## src/rtl/pixlink_pkg.sv

```systemverilog
// Shared types and constants for the pixel capture link: transmit FSM states,
// pixel/nibble widths and the pad nibble that fills the top of each pixel word.
package pixlink_pkg;

  localparam int PIX_W = 16;
  localparam int NIB_W = 4;
  localparam logic [NIB_W-1:0] PIX_PAD = 4'h0;

  typedef enum logic [2:0] {
    IDLE  = 3'd0,
    POP   = 3'd1,
    LOAD  = 3'd2,
    START = 3'd3,
    DATA  = 3'd4,
    PAR   = 3'd5,
    STOP  = 3'd6
  } pixsend_state_t;

  // Pixel word layout: pad in the top nibble, then R, G, B with B in the LSBs.
  function automatic logic [PIX_W-1:0] pack_pixel(input logic [NIB_W-1:0] r,
                                                  input logic [NIB_W-1:0] g,
                                                  input logic [NIB_W-1:0] b);
    return {PIX_PAD, r, g, b};
  endfunction

endpackage

```

## src/rtl/pixel_drain_tx_bit_timer.sv

```systemverilog
// Serial bit timer: counts 0..CLKS_PER_BIT-1 while running and pulses tick on
// the last count, then wraps. Cleared when a new pixel is loaded.
module bit_timer #(
  parameter int CLKS_PER_BIT = 4,
  parameter int CNT_W        = $clog2(CLKS_PER_BIT)
) (
  input  logic clk,
  input  logic res_n,
  input  logic clr,
  input  logic run,
  output logic tick
);

  localparam logic [CNT_W-1:0] LAST = CNT_W'(CLKS_PER_BIT - 1);

  logic [CNT_W-1:0] cnt;

  assign tick = run && (cnt == LAST);

  always_ff @(posedge clk or negedge res_n) begin
    if (!res_n) begin
      cnt <= '0;
    end else if (clr) begin
      cnt <= '0;
    end else if (run) begin
      cnt <= tick ? '0 : cnt + CNT_W'(1);
    end
  end

endmodule

```

## src/rtl/pixel_drain_tx.sv

```systemverilog
// Pops one R/G/B nibble triple from the capture queues and sends the packed
// 16-bit pixel LSB first as start/data/[parity]/stop. Parity: PIXSEND_PARITY_EN.
//
// state | meaning
// IDLE  | waiting for En and all three queues non-empty
// POP   | rdreq to all three queues for one cycle
// LOAD  | queue data valid; capture pixel, clear timer and bit index
// START | start bit (SIO=0)
// DATA  | 16 data bits, LSB first
// PAR   | even parity bit (only with PIXSEND_PARITY_EN)
// STOP  | stop bit (SIO=1)
module pixel_drain_tx
  import pixlink_pkg::*;
#(
  parameter int CLKS_PER_BIT = 4,
  parameter int CNT_W        = $clog2(CLKS_PER_BIT)
) (
  input  logic             clk,
  input  logic             res_n,
  input  logic             En,
  input  logic             Remp,
  input  logic             Gemp,
  input  logic             Bemp,
  input  logic [NIB_W-1:0] RedOt,
  input  logic [NIB_W-1:0] GreOt,
  input  logic [NIB_W-1:0] BluOt,
  output logic             Req,
  output logic             Greq,
  output logic             Blreq,
  output logic             SIO,
  output logic             Busy
);

  pixsend_state_t   state, state_nxt;
  logic [PIX_W-1:0] shreg;
  logic [3:0]       idx;
  logic             tick;
  logic             timer_run;
  logic             start_ok;

  assign timer_run = (state == START) || (state == DATA) ||
                     (state == PAR)   || (state == STOP);
  assign start_ok  = En && !Remp && !Gemp && !Bemp;

  bit_timer #(
    .CLKS_PER_BIT(CLKS_PER_BIT),
    .CNT_W       (CNT_W)
  ) u_bit_timer (
    .clk  (clk),
    .res_n(res_n),
    .clr  (state == LOAD),
    .run  (timer_run),
    .tick (tick)
  );

  always_comb begin
    state_nxt = state;
    case (state)
      IDLE:  if (start_ok) state_nxt = POP;
      POP:   state_nxt = LOAD;
      LOAD:  state_nxt = START;
      START: if (tick) state_nxt = DATA;
      DATA: begin
        if (tick && (idx == 4'd15)) begin
`ifdef PIXSEND_PARITY_EN
          state_nxt = PAR;
`else
          state_nxt = STOP;
`endif
        end
      end
`ifdef PIXSEND_PARITY_EN
      PAR:   if (tick) state_nxt = STOP;
`endif
      STOP:  if (tick) state_nxt = IDLE;
      default: state_nxt = IDLE;
    endcase
  end

  always_ff @(posedge clk or negedge res_n) begin
    if (!res_n) begin
      state <= IDLE;
    end else begin
      state <= state_nxt;
    end
  end

  // The shift register is consumed as it goes out; bit 0 is always the live data bit.
  always_ff @(posedge clk or negedge res_n) begin
    if (!res_n) begin
      shreg <= '0;
      idx   <= '0;
    end else if (state == LOAD) begin
      shreg <= pack_pixel(RedOt, GreOt, BluOt);
      idx   <= '0;
    end else if ((state == DATA) && tick) begin
      shreg <= shreg >> 1;
      idx   <= idx + 4'd1;
    end
  end

`ifdef PIXSEND_PARITY_EN
  logic par_bit;

  // Parity is latched at load because the shift register no longer holds the word later.
  always_ff @(posedge clk or negedge res_n) begin
    if (!res_n) begin
      par_bit <= 1'b0;
    end else if (state == LOAD) begin
      par_bit <= ^pack_pixel(RedOt, GreOt, BluOt);
    end
  end
`endif

  always_comb begin
    SIO = 1'b1;
    case (state)
      START: SIO = 1'b0;
      DATA:  SIO = shreg[0];
`ifdef PIXSEND_PARITY_EN
      PAR:   SIO = par_bit;
`endif
      default: SIO = 1'b1;
    endcase
  end

  assign Req   = (state == POP);
  assign Greq  = (state == POP);
  assign Blreq = (state == POP);
  assign Busy  = (state != IDLE);

endmodule

```

## config.mk

```make
export PLATFORM = sky130hd
export DESIGN_NAME = pixel_drain_tx
export DESIGN_NICKNAME = d
export VERILOG_FILES = /design/src/rtl/pixlink_pkg.sv /design/src/rtl/pixel_drain_tx_bit_timer.sv /design/src/rtl/pixel_drain_tx.sv
export SDC_FILE = /design/constraint.sdc
export NUM_CORES = 1
export LEC_CHECK = 0
export CORE_ASPECT_RATIO = 0.8
export CORE_MARGIN = 1.5
export CORE_UTILIZATION = 37
export DETAILED_ROUTE_END_ITERATION = 10
export GPL_TIMING_DRIVEN = 0
export PLACE_DENSITY = 0.69
export SETUP_SLACK_MARGIN = 0.2
export SYNTH_ARGS = -nofsm -noshare
export SYNTH_HDL_FRONTEND = slang
export SYNTH_HIERARCHICAL = 1
export SYNTH_SLANG_ARGS = --single-unit
```

## constraint.sdc

```tcl
create_clock -name clk -period 2.8 [get_ports clk]
set_input_delay 0.42 -clock clk [delete_from_list [all_inputs] [get_ports clk]]
set_output_delay 0.42 -clock clk [all_outputs]
set_load 0.02 [all_outputs]
```

# Word level (Yosys, flattened, before mapping)
# Index checks and enable logic that the tools add are counted.
# totals
reg_bits	25
output_inout_bits	5
# op_classes
reduce_logical	17
n_eq_ne	12
muxes	13
n_addsub	2
# op_table
operator	count
$mux W16	2
$pmux W3 S6	1
$mux W3	4
$eq A3 B3 Y1 const B	3
$mux W4	2
$eq A3 B2 Y1 const B	2
$logic_and A1 B1 Y1	6
$mux W2	3
$ne A2 B2 Y1 const B	3
$add A4 B1 Y4 const B	1
$eq A4 B4 Y1 const B	1
$reduce_and A4 Y1	1
$reduce_bool A2 Y1	2
$eq A3 B1 Y1 const B	1
$logic_not A1 Y1	3
$logic_not A3 Y1	1
$logic_or A1 B1 Y1	3
$reduce_bool A3 Y1	1
$add A2 B1 Y2 const B	1
$eq A2 B2 Y1 const B	1
$ne A2 B1 Y1 const B	1
$pmux W1 S2	1

# Logic depth before layout (Yosys ltp)
# Gate-level depths: netlist (run 1).
# depth
depth_word	8
depth_mapped	9
mapped_depth_nobuf	6

# Hierarchy
# Netlist (run 1), hierarchy kept.
# by_module_without_submodules
mod	cells_each	area_per_inst_um2	n_inst
pixel_drain_tx	89	973.4	1
bit_timer	9	106.4	1

# Worst setup path before layout (run 1)
# No wires, ideal clock.
# synth_path
kind	register to register
start	register state[0]
end	register shreg[11]
arrival_time_ps	1939
n_path_buf	3
slack_ps	740
period_less_slack_ps	2060
stages_incl_launch_ff	10
required_time_ps	2679
path_cell_list	dfrtp_1 clkbuf_1 nand2_1 xnor2_1 and2_1 and4bb_1 buf_2 nor2_1 buf_2 a22o_1
# synth_between
elab_chain_cells	7
# synth_lines
element	line	text
from (decl)	pixel_drain_tx.sv:34	pixsend_state_t state, state_nxt;
from (signal assigned)	pixel_drain_tx.sv:84	state <= state_nxt;
$eq A3 B2 Y1 / $eq A3 B3 Y1 (equally long branches)	pixel_drain_tx.sv:41	assign timer_run = (state == START) || (state == DATA) ||
$logic_or A1 B1 Y1 (2 in a row)	pixel_drain_tx.sv:41	
$logic_or A1 B1 Y1 (*)	pixel_drain_tx.sv:42	(state == PAR) || (state == STOP);
net timer_run	pixel_drain_tx.sv:38	logic timer_run;
$logic_and A1 B1 Y1 (*)	pixel_drain_tx_bit_timer.sv:18	assign tick = run && (cnt == LAST);
net tick	pixel_drain_tx.sv:37	logic tick;
$logic_and A1 B1 Y1 (*)	pixel_drain_tx.sv:96	end else if ((state == DATA) && tick) begin
$reduce_bool A2 Y1 (no line) (*)	n/a	
to (signal assigned)	pixel_drain_tx.sv:94	shreg <= pack_pixel(RedOt, GreOt, BluOt);
to (signal assigned)	pixel_drain_tx.sv:97	shreg <= shreg >> 1;
to (decl)	pixel_drain_tx.sv:35	logic [PIX_W-1:0] shreg;
# The timed path passes the listed nets; every way through them passes the cells marked *.
# A chain may end at the register's enable or synchronous reset.

# Worst setup path after layout (run 1)
# layout_path
start	register state[0]
end	output Req
# layout_between
elab_chain_cells	1
# layout_lines
element	line	text
$eq A3 B1 Y1	pixel_drain_tx.sv:127	assign Req = (state == POP);
to (decl)	pixel_drain_tx.sv:27	output logic Req,
# No other way between the ends.

==> results of run 1 <==
## cells by family after synthesis
| logic type | Yosys count | synth area share [%] |
|---|---|---|
| muxes | 1 | 0.9270 |
| xor gates and xnor gates | 2 | 1.623 |
| adders and majority gates | 2 | 2.317 |
| buffers and inverters | 13 | 7.414 |
| AOI/OAI and AO/OA | 31 | 23.29 |
| and+or+nand+nor | 28 | 15.76 |
| DFF | 21 | 48.67 |
## registers in the layout (all words and copies together) (netlist names)
name / cells
shreg: 12
idx: 4
u_bit_timer/cnt: 2
state: 3
## final cells by class
type | instances | area (um2) | area share, %
sequential | 21 | 525.5 | 38.18
multi-input combinational | 64 | 474.2 | 34.45
timing repair buffer | 22 | 220.2 | 16.00
buffer | 9 | 65.06 | 4.727
tap | 38 | 47.55 | 3.455
clock buffer | 3 | 22.52 | 1.636
inverter | 4 | 16.27 | 1.182
clock inverter | 1 | 5.005 | 0.3636
## what timing repair did
action | 4_1_cts | 5_1_grt
gates resized for setup | 0 | 2
hold buffers | 0 | 0
setup endpoints to repair | 0 | 12
## power by group through the flow
stage | clock network [W] | registers (W) | logic (W)
after global routing | 0.000172 | 0.000306 | 0.0000384
after detailed placement | 0 | 0.000311 | 0.0000366
after CTS | 0.000156 | 0.000306 | 0.0000365
final | 0.000145 | 0.000306 | 0.0000356
after floorplan | 0 | 0.000311 | 0.00000451
after global placement | 0 | 0.000311 | 0.0000352
## metal layers
layer	global-route usage, %	up-vias
li1	-	409
met1	19.50	411
met2	23.51	14
met3	3.965	0
met4	2.174	0
met5	0	-
## stage by stage
step	utilization (%)	instance area, um2	setup slack, ns	cells
after global placement	48.73	1348	0.4469	158
after CTS	49.73	1375	0.2952	162
after global routing	49.77	1376	0.2880	162
final	49.77	1376	0.4279	162
after detailed placement	48.73	1348	0.4352	158
after floorplan	-	1080	0.7399	98
## synth_stat cells (all sizes together), types with 3 or more instances
cell,number,area [um2]
a21oi,3,18.77
nand2b,4,25.02
dfrtp,21,525.5
buf,8,60.05
a21o,9,67.56
inv,3,11.26
nor2,7,26.28
a22o,11,96.34
nor3,3,15.01
nand2,4,15.01
## worst paths after layout
path,endpoint,slack [ns]
setup / recovery,Req,0.43
hold / removal,shreg[10],0.49
setup reg to reg,shreg[9],0.50
hold reg to reg,shreg[10],0.49
max in group asynchronous,idx[3],1.60
min in group asynchronous,shreg[4],0.62
==> flow_summary_export.csv, run 1 <==
group,metric,value,unit
placed_design,gp_congestion,0.7000,
final_layout,nets,145,
worst_setup_path,cp-start-kind,"flip-flop",
synthesis,ys.flop_type,"dfrtp_1",
clock_tree,cts.sinks,21,
worst_setup_path,cp-end-kind,"output port",
placed_design,port_buffers,22,
clock_tree,h-tree-depth,1,
drt,drt-pass1-iter-count,4,
clock_tree,clkTransAtPathRegs,0.12,ns
synthesis,synth-edff-count,0,
power_and_ir_drop,p_sw_share,21.54,%
drt,antenna_left,0,
sta,fin_crit_sh,84.72,%
clock_tree,insertion_delay,0.31,ns
power_and_ir_drop,sequentialPowerShare,62.8,%
hold_path,min_path_cells,1,
synthesis,syn_avg_cell_area,11.02,um2
sta,rsz0062_at_grt,"no",
final_layout,final_cell_mix,"clkdlybuf4s50_1, dfrtp_1, a22o_1, a21o_1, nor2_1",
synthesis,synthCells,98,
grt,overflow,0,
drt,routedLengthMet1,1.005,mm
worst_setup_path,crit_required,2.38,ns
grt,grt_usage,14.38,%
die,core_area,2765,um2
sta,worstMarginPinSlew,0.9334,ns
worst_setup_path,critical_path_buf_inv_count,3,
hold_path,hp-class,"flip-flop to flip-flop",
synthesis,synth-seq-cells,21,
clock_tree,cts_buffers,3,
final_layout,fillers,274,
die,die_x,63.40,um
final_layout,area_growth,27.46,%
worst_setup_path,path_cells,"clkbuf_2 -> nand2b_1 -> nor2_1 -> buf_4 -> clkdlybuf4s50_1",
drt,routed_wl,2.102,mm
power_and_ir_drop,power_density,353.5,nW/um2
synthesis,synth_cell_type_count,34,
worst_setup_path,path_class,"flip-flop to output port",
sta,slew_violations,0,
power_and_ir_drop,combPwrFrac,7.3,%
synthesis,netlist_area,1080,um2
power_and_ir_drop,p_int,0.0003818,W
synthesis,synthArstFlopShare,100.0,%
sta,fin_setup_tns,0,ns
drt,drt_iter0_drc,38,
drt,top_layer,"met3",
grt,antenna_found_initial,0,
die,rows,17,
die,start_util,39.05,%
flow_run,max_cap_viol_count,0,
sta,whs,0.4903,ns
power_and_ir_drop,ir_drop,0.1599,mV
sta,fin_crit,2.372,ns
grt,first_global_vias,809,
final_layout,mostFrequentLayoutCell,"clkdlybuf4s50_1",
worst_setup_path,max_stage_delay,0.58,ns
worst_setup_path,r2r-start,"state[0]",
sta,fmax,421.6,MHz
clock_tree,cts_setup_buffers,0,
outcome,status,"finished, final reports clean",
die,fp.dieH,51.32,um
synthesis,syn_nets,118,
power_and_ir_drop,pwr-share-clk,29.9,%
clock_tree,root_buffer,"clkbuf_4",
sta,skew,0.01223,ns
die,dieArea,3254,um2
final_layout,diodes,0,
synthesis,yosys_warnings,6,
drt,wire_per_inst,12.98,um
grt,grt_pass1_wl,3.657,mm
worst_setup_path,reg2reg_depth,9,
synthesis,seq_area_frac_synth,48.67,%
worst_setup_path,cp_slowest_cell,"clkdlybuf4s50_1",
placed_design,hpwl,1.538,mm
drt,wl_met2,1.020,mm
worst_setup_path,crit_family,"buffers and inverters",
clock_tree,clock_path_buffers,2,
sta,max_slew_margin,37.58,%
grt,grt_max_degree,22,
power_and_ir_drop,p_sw,0.0001048,W
worst_setup_path,critPathArrivalTime,1.95,ns
drt,drc,0,
sta,finalHoldViolations,0,
worst_setup_path,cp.depth,5,
worst_setup_path,worstSetupStartpoint,"state[0]",
power_and_ir_drop,leakagePower,0.6713,nW
hold_path,hp-start,"shreg[10]",
drt,vias,834,
final_layout,drive_above_1_share,13.71,%
drt,route.met3.wl,76,um
worst_setup_path,cp_max_fo,10,
power_and_ir_drop,p_total,0.0004866,W
die,num_io_pins,23,
clock_tree,cts_tree,"yes",
sta,setup_viol_count_final,0,
drt,vias_per_cell,5.148,
No activity file was read; power rests on OpenSTA's default activity.
==> run 2: changes to the inputs <==
==> constraint.sdc (replaced) <==
create_clock -name clk -period 2.4 [get_ports clk]
set_input_delay 0.36 -clock clk [delete_from_list [all_inputs] [get_ports clk]]
set_output_delay 0.36 -clock clk [all_outputs]
set_load 0.02 [all_outputs]
==> run 2 against run 1 <==
  * Sequential share of layout area shrank 0.55 points
  * Design area grew 1.5%
  * Die area is the same
  * Combinational power grew 15%
  * Power grew 17%
  * Count of clock-buffer cells in the layout is the same
  * Final cell count grew 1.2%
  * Non-clock buffer count grew 2
  * Sequential power grew 17%
  * Critical path type unchanged
  * Largest cell class unchanged
  * Highest routed layer unchanged
==> flow_summary_export.csv, run 2 (synthesis gave the netlist of run 1 again) <==
group,metric,value,unit
worst_setup_path,path_cells,"buf_6 -> or3_1 -> clkdlybuf4s50_1",
drt,drc,0,
worst_setup_path,critPathArrivalTime,1.78,ns
hold_path,hp-class,"flip-flop to flip-flop",
drt,vias,852,
worst_setup_path,reg2reg_slack,0.30,ns
worst_setup_path,cp-start-kind,"flip-flop",
die,rows,17,
clock_tree,insertion_delay,0.31,ns
die,dieArea,3254,um2
grt,grt_pass1_wl,3.670,mm
final_layout,largest_reg_flops,12,
final_layout,final_cell_mix,"dfrtp_1, clkdlybuf4s50_1, a22o_1, a21o_1, nor2_1",
worst_setup_path,crit_family,"buffers and inverters",
drt,drt_iter0_drc,41,
grt,grt_usage,14.44,%
sta,setup_viol_count_final,0,
sta,skew,0.01417,ns
final_layout,mostFrequentLayoutCell,"dfrtp_1",
drt,routed_wl,2.147,mm
sta,fin_crit,2.136,ns
final_layout,nets,147,
placed_design,port_buffers,22,
flow_run,max_cap_viol_count,0,
worst_setup_path,max_stage_delay,0.54,ns
final_layout,fillers,269,
power_and_ir_drop,ir_drop,0.1866,mV
sta,fmax,468.3,MHz
placed_design,placedCellCount,158,
placed_design,gp_congestion,0.7000,
power_and_ir_drop,power_density,407.7,nW/um2
worst_setup_path,cp_max_fo,10,
sta,slew_violations,0,
clock_tree,h-tree-depth,1,
grt,first_global_vias,815,
die,fp.dieH,51.32,um
placed_design,hpwl,1.538,mm
drt,drt-pass1-iter-count,4,
sta,finalHoldViolations,0,
sta,fin_setup_tns,0,ns
grt,antenna_found_initial,0,
worst_setup_path,cp-end-kind,"output port",
final_layout,top_register,"shreg",
die,start_util,39.05,%
worst_setup_path,critical_path_buf_inv_count,2,
clock_tree,root_buffer,"clkbuf_4",
power_and_ir_drop,leakagePower,0.7043,nW
clock_tree,cts_tree,"yes",
final_layout,biggestRegsByFlops,"shreg: 12 flops, idx: 4 flops, state: 3 flops",
die,die_x,63.40,um
die,core_area,2765,um2
drt,vias_per_cell,5.195,
clock_tree,cts_buffers,3,
clock_tree,clock_path_buffers,2,
worst_setup_path,crit_required,2.04,ns
clock_tree,clkTransAtPathRegs,0.13,ns
drt,antenna_left,0,
sta,worstMarginPinSlew,0.9349,ns
grt,overflow,0,
sta,max_slew_margin,37.48,%
clock_tree,cts.sinks,21,
worst_setup_path,path_class,"flip-flop to output port",
outcome,status,"finished, final reports clean",
final_layout,drive_above_1_share,15.87,%
sta,fin_crit_sh,88.98,%
die,num_io_pins,23,
final_layout,area_growth,29.32,%
grt,grt_max_degree,22,
final_layout,diodes,0,
sta,rsz0062_at_grt,"no",
final_layout,fin_cells,164,
worst_setup_path,cp_slowest_cell,"clkdlybuf4s50_1",
clock_tree,ctsHoldBuffers,0,
drt,wire_per_inst,13.09,um
[run 2: cell type report]
type	instances	area [um2]	area share (%)
plain buffers	9	67.56	4.839
clock buffers	3	22.52	1.613
clock inverters	1	5.005	0.3584
inverters	4	16.27	1.165
multi-input cells	64	481.7	34.50
flip-flops and latches	21	525.5	37.63
well taps	38	47.55	3.405
repair buffers	24	230.2	16.49
[run 2: final timing paths]
| path | endpoint | start | cells after the start |
|---|---|---|---|
| max reg2reg | shreg[9] | state[0] | 9 |
| min | shreg[10] | shreg[10] | 1 |
| max | Busy | state[2] | 3 |
| min reg2reg | shreg[10] | shreg[10] | 1 |
| max in group asynchronous | idx[3] | res_n | 1 |
| min in group asynchronous | shreg[4] | res_n | 1 |
[run 2: stage by stage]
| step | cell area, um2 | setup slack, ns | util [%] | hold WS, ns | power, W |
|---|---|---|---|---|---|
| global placement | 1348 | 0.04689 | 48.73 | 0.4588 | 0.0004044 |
| CTS | 1379 | 0.2030 | 49.86 | 0.4945 | 0.0005810 |
| finish | 1396 | 0.2645 | 50.50 | 0.4907 | 0.0005693 |
| detailed placement | 1348 | 0.03524 | 48.73 | 0.4659 | 0.0004061 |
| global route | 1396 | 0.1820 | 50.50 | 0.5171 | 0.0006015 |
| floorplan | 1080 | 0.3399 | - | 0.06441 | 0.0003682 |
[run 2: metal layers]
layer	vias to the layer above	share of wire, %	global-route usage [%]
li1	412	-	-
met2	16	49	23.68
met5	-	0	0
met3	0	3.7	3.965
met1	424	47	19.53
met4	0	0	2.174
[run 2: repair_timing]
item,CTS,global route
resized for setup,6,2
pin swaps,0,1
setup buffers,0,2
setup endpoints to repair,16,12
gates cloned,0,0
[run 2: power by group]
part	internal [W]	switching (W)	leakage, nW
Clock	0.0000622	0.000110	0.0177
Sequential	0.000355	0.00000118	0.264
Combinational	0.0000272	0.0000137	0.422
[run 2: worst reg2reg max path, cell delays in order, from the launching register on]
cell      delay [ns]
dfrtp_1         0.38
buf_2           0.19
nand2_1         0.12
xnor2_2         0.19
and2_1          0.21
and4bb_1        0.22
clkbuf_4        0.21
nor2_1          0.07
buf_2           0.21
a21o_1          0.19
==> run 3: changes to the inputs <==
==> constraint.sdc (replaced) <==
create_clock -name clk -period 2.2 [get_ports clk]
set_input_delay 0.33 -clock clk [delete_from_list [all_inputs] [get_ports clk]]
set_output_delay 0.33 -clock clk [all_outputs]
set_load 0.02 [all_outputs]
==> run 3 against run 2 <==
  * Count of clock-buffer cells in the layout up 1
  * Largest cell class unchanged
  * First-iteration DRC count is 41% lower
  * Core utilization increased by 0.54 points
  * Setup slack got worse by 0.0047 ns
  * Final cell count increased by 0.61%
==> flow_summary_export.csv, run 3 (synthesis gave the netlist of run 1 again) <==
group,metric,value,unit
outcome,status,"finished, final reports clean",
worst_setup_path,reg2reg_slack,0.26,ns
sta,max_slew_margin,38.51,%
clock_tree,h-tree-depth,1,
final_layout,diodes,0,
sta,slew_violations,0,
die,die_x,63.40,um
drt,drc,0,
drt,drt_iter0_drc,24,
grt,grt_usage,13.56,%
grt,grt.busiest_layer,"met2",
die,dieArea,3254,um2
grt,first_global_vias,787,
final_layout,mostFrequentLayoutCell,"dfrtp_1",
grt,overflow,0,
drt,wire_per_inst,13.02,um
worst_setup_path,crit_required,2.39,ns
final_layout,largest_reg_flops,12,
hold_path,hp-class,"flip-flop to flip-flop",
worst_setup_path,cp-end-kind,"flip-flop",
clock_tree,root_buffer,"clkbuf_4",
flow_run,max_cap_viol_count,0,
final_layout,biggestRegsByFlops,"shreg: 12 flops, idx: 4 flops, state: 3 flops",
sta,whs,0.4883,ns
sta,finalHoldViolations,0,
die,start_util,39.05,%
power_and_ir_drop,ir_drop,0.2508,mV
die,fp.dieH,51.32,um
sta,skew,0.005994,ns
sta,setup_ws,0.2598,ns
clock_tree,clock_path_buffers,2,
worst_setup_path,critPathArrivalTime,2.13,ns
final_layout,top_register,"shreg",
clock_tree,ctsHoldBuffers,0,
grt,grt.met2_usage,22.63,%
grt,antenna_found_initial,0,
final_layout,fillers,260,
worst_setup_path,cp-start-kind,"flip-flop",
clock_tree,cts_buffers,3,
power_and_ir_drop,power_density,433.4,nW/um2
final_layout,area_growth,30.71,%
drt,vias_per_cell,5.133,
drt,antenna_left,0,
grt,grt_pass1_wl,3.415,mm
power_and_ir_drop,leakagePower,0.7019,nW
final_layout,final_cell_mix,"dfrtp_1, clkdlybuf4s50_1, a22o_1, a21o_1",
placed_design,hpwl,1.550,mm
die,core_area,2765,um2
placed_design,dp_slack,-0.04777,ns
final_layout,fin_cells,165,
final_layout,drive_above_1_share,18.90,%
final_layout,multi_input_area,486.7,um2
final_layout,nets,148,
grt,grt_util_met1,17.85,%
sta,setup_viol_count_final,0,
drt,vias,847,
clock_tree,insertion_delay,0.30,ns
worst_setup_path,cp_max_fo,10,
clock_tree,clkTransAtPathRegs,0.11,ns
grt,met3_usage,3.304,%
clock_tree,cts.sinks,21,
placed_design,placedCellCount,158,
die,num_io_pins,23,
sta,fmax,515.4,MHz
sta,worstMarginPinSlew,0.9195,ns
placed_design,port_buffers,22,
die,rows,17,
sta,fin_setup_tns,0,ns
sta,rsz0062_at_grt,"no",
final_layout,fin_util,51.04,%
sta,fin_crit,1.940,ns
worst_setup_path,path_class,"flip-flop to flip-flop",
grt,grt_max_degree,22,
final_layout,regArea,525.5,um2
placed_design,gp_congestion,0.7011,
drt,routed_wl,2.149,mm
drt,drt-pass1-iter-count,4,
sta,fin_crit_sh,88.19,%
clock_tree,cts_tree,"yes",
-- run 3: cell types whose count changed in the layout (fill, tap and decap cells not counted), sizes merged --
cell and delta:
buf +1, dlygate4sd2 -1, clkdlybuf4s50 -1, clkinv -1, clkbuf +3
-- run 3: cell type report --
cell class	instances	share of cell area, %
Clock buffer	4	1.862
Buffer	9	5.674
Timing Repair Buffer	25	16.22
Sequential cell	21	37.23
Tap cell	38	3.369
Inverter	4	1.152
Multi-Input combinational cell	64	34.49
-- run 3: power by group --
group	internal, W	switching, W
clock network	0.0000707	0.000108
logic	0.0000297	0.0000147
registers	0.000388	0.00000113
total	0.000488	0.000124
-- run 3: path summary, 6_finish.rpt --
check,from,endpoint,cells past startpoint
max in group asynchronous,res_n,shreg[7],1
max,state[0],shreg[1],8
min in group asynchronous,res_n,shreg[8],1
max reg2reg,state[0],shreg[1],8
min,shreg[10],shreg[10],1
min reg2reg,shreg[10],shreg[10],1
-- run 3: repair_timing --
| item | 4_1_cts | 5_1_grt |
|---|---|---|
| resized for setup | 9 | 9 |
| setup endpoints to repair | 21 | 13 |
| buffers inserted | 2 | 1 |
-- run 3: through the flow --
step	area [um2]	power, W
4_1_cts	1398	0.0006229
6_report	1411	0.0006117
2_1_floorplan	1081	0.0004017
3_5_place_dp	1349	0.0004423
5_1_grt	1411	0.0006405
3_3_place_gp	1349	0.0004412
-- run 3: critical path: stages, from the launching register on --
cell and delay [ns]:
dfrtp_1 0.40, clkbuf_4 0.18, nand2_1 0.13, xnor2_2 0.13
and2_4 0.19, and4bb_1 0.23, buf_2 0.24, nor3_1 0.07
a221o_1 0.26
-- run 3: layer usage --
metal / part of all wire, % / wire, um / vias to the layer above
met3: 3.9 / 84 / 2
li1: - / - / 413
met2: 51 / 1092 / 15
met5: 0 / 0 / -
met4: 0.65 / 14 / 0
met1: 45 / 958 / 417
